File: src/rtl/branch_pred_unit.sv
// Branch prediction unit: direct-mapped BTB with saturating counters feeding IF, branch resolution in ID.
// Optional build macro BPU_PERF_CNT_EN adds branch / mispredict performance counters.
module branch_pred_unit #(
  parameter int BTB_ENTRIES = 16,
  parameter int CNT_WD      = 2
) (
  input  logic        clk,
  input  logic        resetn,
  input  logic        if_valid,
  input  logic [31:0] if_pc,
  output logic [31:0] if_pred_pc,
  output logic        if_pred_tkn,
  input  logic        id_valid,
  input  logic [3:0]  id_br_op,
  input  logic [31:0] id_pc,
  input  logic [31:0] id_pred_pc,
  input  logic [31:0] id_src1,
  input  logic [31:0] id_src2,
  input  logic [31:0] id_offset,
  output logic [31:0] id_next_pc,
  output logic        id_cancel
`ifdef BPU_PERF_CNT_EN
  ,
  output logic [31:0] perf_br_cnt,
  output logic [31:0] perf_miss_cnt
`endif
);

  localparam int IDX_WD = $clog2(BTB_ENTRIES);
  localparam int TAG_WD = 30 - IDX_WD;

  localparam logic [CNT_WD-1:0] CNT_MAX        = '1;
  localparam logic [CNT_WD-1:0] CNT_ONE        = CNT_WD'(1);
  localparam logic [CNT_WD-1:0] CNT_WEAK_TAKEN = CNT_WD'(1) << (CNT_WD - 1);

  typedef enum logic [3:0] {
    BR_NONE = 4'd0,
    BR_JIRL = 4'd1,
    BR_B    = 4'd2,
    BR_BL   = 4'd3,
    BR_BEQ  = 4'd4,
    BR_BNE  = 4'd5,
    BR_BLT  = 4'd6,
    BR_BGE  = 4'd7,
    BR_BLTU = 4'd8,
    BR_BGEU = 4'd9
  } br_op_e;

  logic [BTB_ENTRIES-1:0] btb_valid;
  logic [TAG_WD-1:0]      btb_tag    [BTB_ENTRIES];
  logic [31:0]            btb_target [BTB_ENTRIES];
  logic [CNT_WD-1:0]      btb_cnt    [BTB_ENTRIES];

  // ---------------------------------------------------------------- lookup
  logic [IDX_WD-1:0] if_idx;
  logic [TAG_WD-1:0] if_tag;
  logic              if_hit;

  assign if_idx      = if_pc[IDX_WD+1:2];
  assign if_tag      = if_pc[31:IDX_WD+2];
  assign if_hit      = if_valid && btb_valid[if_idx] && (btb_tag[if_idx] == if_tag);
  assign if_pred_tkn = if_hit && btb_cnt[if_idx][CNT_WD-1];
  assign if_pred_pc  = if_pred_tkn ? btb_target[if_idx] : if_pc + 32'd4;

  // ---------------------------------------------------------------- resolve
  logic        is_cond;
  logic        is_uncond;
  logic        taken;
  logic [31:0] id_target;

  // NOTE: every always_comb output gets a default first, so no path can leave it unassigned and infer a latch.
  always_comb begin
    is_cond   = 1'b0;
    is_uncond = 1'b0;
    taken     = 1'b0;
    case (id_br_op)
      BR_JIRL, BR_B, BR_BL: begin
        is_uncond = 1'b1;
        taken     = 1'b1;
      end
      BR_BEQ:  begin is_cond = 1'b1; taken = (id_src1 == id_src2); end
      BR_BNE:  begin is_cond = 1'b1; taken = (id_src1 != id_src2); end
      BR_BLT:  begin is_cond = 1'b1; taken = ($signed(id_src1) <  $signed(id_src2)); end
      BR_BGE:  begin is_cond = 1'b1; taken = ($signed(id_src1) >= $signed(id_src2)); end
      BR_BLTU: begin is_cond = 1'b1; taken = (id_src1 <  id_src2); end
      BR_BGEU: begin is_cond = 1'b1; taken = (id_src1 >= id_src2); end
      default: ;
    endcase
  end

  assign id_target  = (id_br_op == BR_JIRL) ? id_src1 + id_offset : id_pc + id_offset;
  assign id_next_pc = taken ? id_target : id_pc + 32'd4;
  assign id_cancel  = id_valid && resetn && (id_pred_pc != id_next_pc);

  // ---------------------------------------------------------------- training
  logic [IDX_WD-1:0] id_idx;
  logic [TAG_WD-1:0] id_tag;
  logic              id_hit;
  logic [CNT_WD-1:0] cnt_cur;
  logic [CNT_WD-1:0] cnt_nxt;
  logic              wr_entry;
  logic              wr_target;
  logic              wr_cnt;
  logic              kill;

  assign id_idx  = id_pc[IDX_WD+1:2];
  assign id_tag  = id_pc[31:IDX_WD+2];
  assign id_hit  = btb_valid[id_idx] && (btb_tag[id_idx] == id_tag);
  assign cnt_cur = btb_cnt[id_idx];

  always_comb begin
    wr_entry  = 1'b0;
    wr_target = 1'b0;
    wr_cnt    = 1'b0;
    kill      = 1'b0;
    cnt_nxt   = cnt_cur;
    if (id_valid) begin
      if (is_uncond) begin
        wr_entry  = 1'b1;
        wr_target = 1'b1;
        wr_cnt    = 1'b1;
        cnt_nxt   = CNT_MAX;
      end else if (is_cond) begin
        if (id_hit) begin
          wr_cnt    = 1'b1;
          wr_target = taken;
          if (taken) cnt_nxt = (cnt_cur == CNT_MAX) ? cnt_cur : cnt_cur + CNT_ONE;
          else       cnt_nxt = (cnt_cur == '0)      ? cnt_cur : cnt_cur - CNT_ONE;
        end else if (taken) begin
          wr_entry  = 1'b1;
          wr_target = 1'b1;
          wr_cnt    = 1'b1;
          cnt_nxt   = CNT_WEAK_TAKEN;
        end
      end else if (id_hit) begin
        // Non-branch hitting the BTB: drop the aliasing entry so it stops redirecting fetch.
        kill = 1'b1;
      end
    end
  end

  // NOTE: sequential state uses non-blocking assignments so every register samples pre-edge values.
  always_ff @(posedge clk) begin
    if (!resetn) begin
      btb_valid <= '0;
    end else if (wr_entry) begin
      btb_valid[id_idx] <= 1'b1;
    end else if (kill) begin
      btb_valid[id_idx] <= 1'b0;
    end
  end

  // NOTE: payload arrays carry no reset; a cleared valid bit makes their contents irrelevant.
  always_ff @(posedge clk) begin
    if (resetn) begin
      if (wr_entry)  btb_tag[id_idx]    <= id_tag;
      if (wr_target) btb_target[id_idx] <= id_target;
      if (wr_cnt)    btb_cnt[id_idx]    <= cnt_nxt;
    end
  end

`ifdef BPU_PERF_CNT_EN
  always_ff @(posedge clk) begin
    if (!resetn) begin
      perf_br_cnt   <= '0;
      perf_miss_cnt <= '0;
    end else begin
      if (id_valid && (is_cond || is_uncond)) perf_br_cnt <= perf_br_cnt + 32'd1;
      if (id_cancel) perf_miss_cnt <= perf_miss_cnt + 32'd1;
    end
  end
`endif

endmodule
File: config.mk
export PLATFORM = sky130hd
export DESIGN_NAME = branch_pred_unit
export DESIGN_NICKNAME = d
export VERILOG_FILES = /design/src/rtl/branch_pred_unit.sv
export SDC_FILE = /design/constraint.sdc
export NUM_CORES = 2
export LEC_CHECK = 0
export ABC_AREA = 1
export BUFFER_PORTS_ARGS = -buffer_cell sky130_fd_sc_hd__buf_4
export CAP_MARGIN = 40
export CORE_MARGIN = 4
export CORE_UTILIZATION = 55
export CTS_BUF_LIST = sky130_fd_sc_hd__clkbuf_16
export DETAILED_ROUTE_END_ITERATION = 16
export PLACE_DENSITY = 0.73
export SYNTH_ARGS = -nofsm -noshare
export SYNTH_HDL_FRONTEND = slang
export SYNTH_SLANG_ARGS = --single-unit
File: constraint.sdc
create_clock -name clk -period 16.4 [get_ports clk]
set_input_delay 3.28 -clock clk [delete_from_list [all_inputs] [get_ports clk]]
set_output_delay 3.28 -clock clk [all_outputs]
set_load 0.02 [all_outputs]
Word level (Yosys, flattened, before mapping)
Memories as Yosys holds them, arrays and structs flattened. Cells that the tools add are included.

$add $sub $neg: 6. Multipliers: 0. Divide/modulo/power cells: 0. Order comparisons: 7. Equal/unequal tests: 15. Shifts and indexed selects: 0. Multiplexer cells: 48. Bitwise operators: 3. Reduce and logical (&&, ||, !) cells: 11.

Operators with widths (number): $mux W32 (3); $add A32 B3 Y32 const B (2); $add A32 B32 Y32 (2); $ge A32 B32 Y1 (2); $lt A32 B32 Y1 (2); $ne A32 B32 Y1 (2); $eq A26 B26 Y1 (2); $eq A32 B32 Y1 (1); $mux W16 (2); $mux W1 (31); $and A16 B16 Y16 (1); $eq A4 B3 Y1 const B (4); $mux W2 (8); $not A16 Y16 (1); $or A16 B16 Y16 (1); $lt A4 B5 Y1 const B (2); $bmux W1 S4 (2); $eq A4 B2 Y1 const B (2); $eq A4 B4 Y1 const B (2); $logic_and A1 B1 Y1 (7); $pmux W1 S7 (1); $reduce_or A6 Y1 (1); $demux W1 S4 (1); $eq A4 B1 Y1 const B (1); 7 further kinds (7).

Flip-flop bits (word level): 16. Bits in latches: 0. Bits in writable memories: 960. Bits in read-only memories: 0. Input port bits: 200. Output and inout bits: 66. Memories kept: 3.

Memories: btb_target (words 16, bits a word 32, read ports 1, clocked after Yosys merged registers in 0, write ports 1, RTL line 51) `logic [31:0] btb_target [BTB_ENTRIES];`; btb_tag (words 16, bits a word 26, read ports 2, clocked after Yosys merged registers in 0, write ports 1, RTL line 50) `logic [TAG_WD-1:0] btb_tag [BTB_ENTRIES];`; btb_cnt (words 16, bits a word 2, read ports 2, clocked after Yosys merged registers in 0, write ports 1, RTL line 52) `logic [CNT_WD-1:0] btb_cnt [BTB_ENTRIES];`.

Longest topological paths before layout
Word-level depth: 11. Mapped depth: 28. Gate-level depth less buffers: 28.

Worst setup path before layout
No wires, ideal clock.

Path kind: in2out. From: input id_pc[2]. To: output id_cancel. Arrival time: 7116 ps. Required time: 13120 ps. Slack: 6004 ps. Cell stages on the path: 28. Buffers on the path: 4. Cells stage by stage: inv_2 > buf_2 > buf_1 > clkbuf_1 > clkbuf_1 > a21oi_1 > ha_1 > nand3_1 > nand3_1 > a21oi_1 > inv_1 > nand2_1 > nand2_1 > nand2_1 > nand2_1 > nand2_1 > nand2_1 > xor2_1 > nand2_1 > nand2_1 > nand2_1 > nand2_1 > nor2_1 > nand2_1 > nor2_1 > nand2_1 > nor2_1 > nor2_1.

Cells in the longest elaborated chain, start to end: 5.

RTL lines: start: declaration (RTL line 15) `input logic [31:0] id_pc,`; $add A32 B32 Y32 (RTL line 91) `assign id_target = (id_br_op == BR_JIRL) ? id_src1 + id_offset : id_pc + id_offset;`; $mux W32 (RTL line 91); named net id_target[21] (RTL line 69) `logic [31:0] id_target;`; $mux W32 (RTL line 92) `assign id_next_pc = taken ? id_target : id_pc + 32'd4;`; named net id_next_pc[21] (RTL line 20) `output logic [31:0] id_next_pc,`; $ne A32 B32 Y1 (RTL line 93) `assign id_cancel = id_valid && resetn && (id_pred_pc != id_next_pc);`; $logic_and A1 B1 Y1 (RTL line 93); end: declaration (RTL line 21) `output logic id_cancel`.

The timed path passes the listed nets, and every way through them passes these cells.

Worst setup path after layout
From: input if_pc[2]. To: output if_pred_pc[15].

Cells in the longest elaborated chain, start to end: 6.

RTL lines: start: declaration (RTL line 10) `input logic [31:0] if_pc,`; parallel branches: the longest is 5 deep, another holds $mem_v2 Z16 W26; $mux W32 (*) (RTL line 63) `assign if_pred_pc = if_pred_tkn ? btb_target[if_idx] : if_pc + 32'd4;`; end: declaration (RTL line 11) `output logic [31:0] if_pred_pc,`.

Mark *: on every way between the ends. The select of a mux whose other input is x is not followed.

==> results.yml <==
run_status:
  status: "finished, final reports clean"
logic_synthesis:
  ys_seq_area_share_pct: 59.6
  synthSimpleGateAreaFrac_pct: 14.7
  synth_xor_area_share_pct: 1.83
  synth_top_family_by_area: "compound AO/OA/AOI/OAI gates"
  synth_fa_ha_area_share_pct: 1.78
  synth_seq_cells: 976
  synthCells: 5080
  synth_nets: 5349
  synth_area_per_cell_sq_um: 9.63
  synthArstFlopShare_pct: 0
  synth_area_sq_um: 48900
  synth_ff_type: "edfxtp_1"
  synth_edf_count: 960
  muxShareOfSynthArea_pct: 0.0230
  synth-compound-area-share_pct: 16.3
  synthDistinctLibCells: 50
  yosys_warnings: 0
global_route:
  grt_pass1_wl_um: 245000
  grt_max_degree: 241
  grt_overflow_total: 0
  grt_pass1_vias: 37700
  track_usage_pct: 34.9
  antenna_found_initial: 9
power_and_ir_drop:
  powerDensity_nw_per_um2: 108
  power_frac_seq_pct: 47.8
  p_int_mw: 4.34
  p_switching_mw: 1.61
  swShare_pct: 27.0
  combPwrFrac_pct: 14.6
  ir_drop_v: 0.0000936
  pwr-share-clk_pct: 37.6
  leakage_nw: 20.6
placed_design:
  io_buffers: 265
  place_congestion: 0.993
  hpwl_um: 105000
sta:
  clock_skew_ps: 38.4
  slew_violations: 0
  period_needed_ps: 11470
  rsz0062_at_grt: "false"
  timing.fmax_mhz: 87.2
  fin_hold_ws_ps: 488
  hold_violations: 0
  setup_viol: 0
  relSlewSlack_pct: 23.0
  tns_ps: 0
  tightest_slew_ps: 1150
  period_share_pct: 69.9
detailed_routing:
  via_per_inst: 6.31
  vias: 40900
  wl_per_cell_um: 26.1
  drtIter0Drc: 6283
  routed_wirelength_um: 169000
  drc: 0
  ant_nets: 0
  dr.pass1.iters: 9
clock_network:
  numCtsBuffers: 99
  cts_buffer_depth: 3
  clkTransAtPathRegs_ps: 60
  ctsHoldBuffers: 0
  insertion_delay_ps: 690
  cts_sinks: 976
  cts_tree: "yes"
  cts_resized: 0
  post_cts_buffers: 0
  cts_htree_levels: 3
  cts_root_buf: "clkbuf_16"
die:
  core_sq_um: 88400
  rows: 109
  die_w_um: 306
  ios: 266
  fp.dieArea_sq_um: 93800
  start_util_pct: 55.4
  die_y_um: 306
setup_path:
  slowest_stage: "buf_12"
  criticalPathCategory: "input pin to primary output"
  critPathMaxStageDelay_ps: 640
  cp_common_cell: "o21ai_0"
  path_cells: "buf_8, buf_12, buf_12, a21oi_1, o21ai_0, o21ai_0, o211ai_1, nand3_1, xor2_1, nor4_1, nand4_1, nor2_4, buf_4, inv_2, o21ai_0, and2_1, buf_4"
  cp.arrival_ps: 8190
  crit_path_end_kind: "primary output"
  required_ps: 13120
  startpoint_type: "input pin"
  cp_max_fo: 240
cells_and_area:
  layout-drive-gt1-share_pct: 10.3
  num-fill-cells: 7128
  nNetsFinal: 5502
  syn2layout_area_growth_pct: 12.9
hold_path:
  hold_path.class: "flip-flop to flip-flop"
flow_run:
  drv_cap: 0
per-layer routing:
metal	routed length [um]	share of wire, %	GRT usage, %	vias up
met1	62500	37	48.0	19400
met2	74300	44	52.5	2800
met3	23400	14	9.65	496
met5	13	0.0077	0	-
met4	8560	5.1	15.3	2
li1	-	-	-	18200
logic make-up after synthesis:
group / after synthesis
compound gates: 1475
xor+xnor: 102
fa+ha+maj: 69
buf+inv: 696
flops: 976
mux: 1
simple gates: 1761
placed cells by master (no fill, tap or decap), types with 7 or more instances in the layout:
| cell type | n |
|---|---|
| nor4_1 | 15 |
| dfxtp_1 | 16 |
| o311ai_0 | 7 |
| o21ai_0 | 839 |
| inv_1 | 401 |
| nand4_1 | 40 |
| xor2_1 | 85 |
| o21ai_1 | 69 |
| clkinv_2 | 15 |
| nor2_4 | 21 |
| o22ai_1 | 86 |
| o221ai_1 | 48 |
| bufinv_16 | 10 |
| nand3_1 | 222 |
| clkinv_1 | 22 |
| a21oi_1 | 323 |
| buf_4 | 333 |
| ha_1 | 68 |
| clkbuf_16 | 100 |
| edfxtp_1 | 960 |
| nand2_1 | 732 |
| xnor2_1 | 12 |
| o211ai_1 | 71 |
| nor2_1 | 673 |
| nor3_2 | 8 |
| nor3_1 | 30 |
power groups by stage:
stage | clock (mW) | combinational, mW | sequential (mW)
2_1_floorplan | 0 | 0.460 | 2.90
3_3_place_gp | 0 | 0.815 | 2.90
3_5_place_dp | 0 | 0.839 | 2.90
4_1_cts | 2.24 | 0.844 | 2.85
5_1_grt | 2.35 | 0.926 | 2.85
6_report | 2.24 | 0.869 | 2.85
final cells by class:
type,count,area [sq um],share of cell area [%]
well taps,1165,1460,2.64
repair buffers,356,2870,5.18
inverters,392,1480,2.68
multi-input cells,3408,17100,31.0
clock inverters,76,681,1.23
flip-flops and latches,976,29100,52.7
clock buffers,100,2500,4.53
diodes,3,7.51,0.0136
worst paths after layout:
kind	start	depth (start not counted)	slack [ps]	end
hold reg to reg	flip-flop	2	490	flip-flop
setup reg to reg	btb_tag[13][15]	18	12580	btb_tag[14][2]
setup / recovery	if_pc[2]	17	4930	if_pred_pc[15]
hold / removal	flip-flop	2	490	flip-flop
through the flow:
stage                     total power, mW  worst slack (ps)  cells  instance area [sq um]  utilization [%]
after global placement               3.71              5040   6278                  51800             58.6
after floorplan                      3.36              6000   5080                  48900                -
final                                5.95              4930   6476                  55300             62.6
after global routing                 6.13              4490   6474                  55300             62.5
after CTS                            5.93              5000   6473                  55300             62.5
after detailed placement             3.74              4980   6297                  52100             58.9
synthesized netlist by cell type (all sizes together), types with 15 or more instances:
cell type	instances	share of area (%)
a21oi	323	3.3
nor3	38	0.47
buf	109	1.3
clkbuf	195	1.5
nand2	736	5.7
o211ai	72	1.1
ha	68	1.7
nor4	15	0.19
o21ai	908	9.3
edfxtp	960	59
dfxtp	16	0.65
xor2	90	1.6
o221ai	48	0.86
o22ai	86	1.1
nand4	40	0.51
nor2	697	5.4
inv	392	3.0
nand3	225	2.3
critical path: cells and delay by family:
family	cells	cell delay, ps
xor gates and xnor gates	1	240
and+or+nand+nor	5	1000
buffers and inverters	6	2610
AOI/OAI and AO/OA	5	650
flip-flops by register name, indices dropped and copies added, names as in the netlist, named ones only:
register / cells
btb_tag: 416
btb_cnt: 32
btb_target: 512
Note: power is estimated with default switching activity, not from simulation.
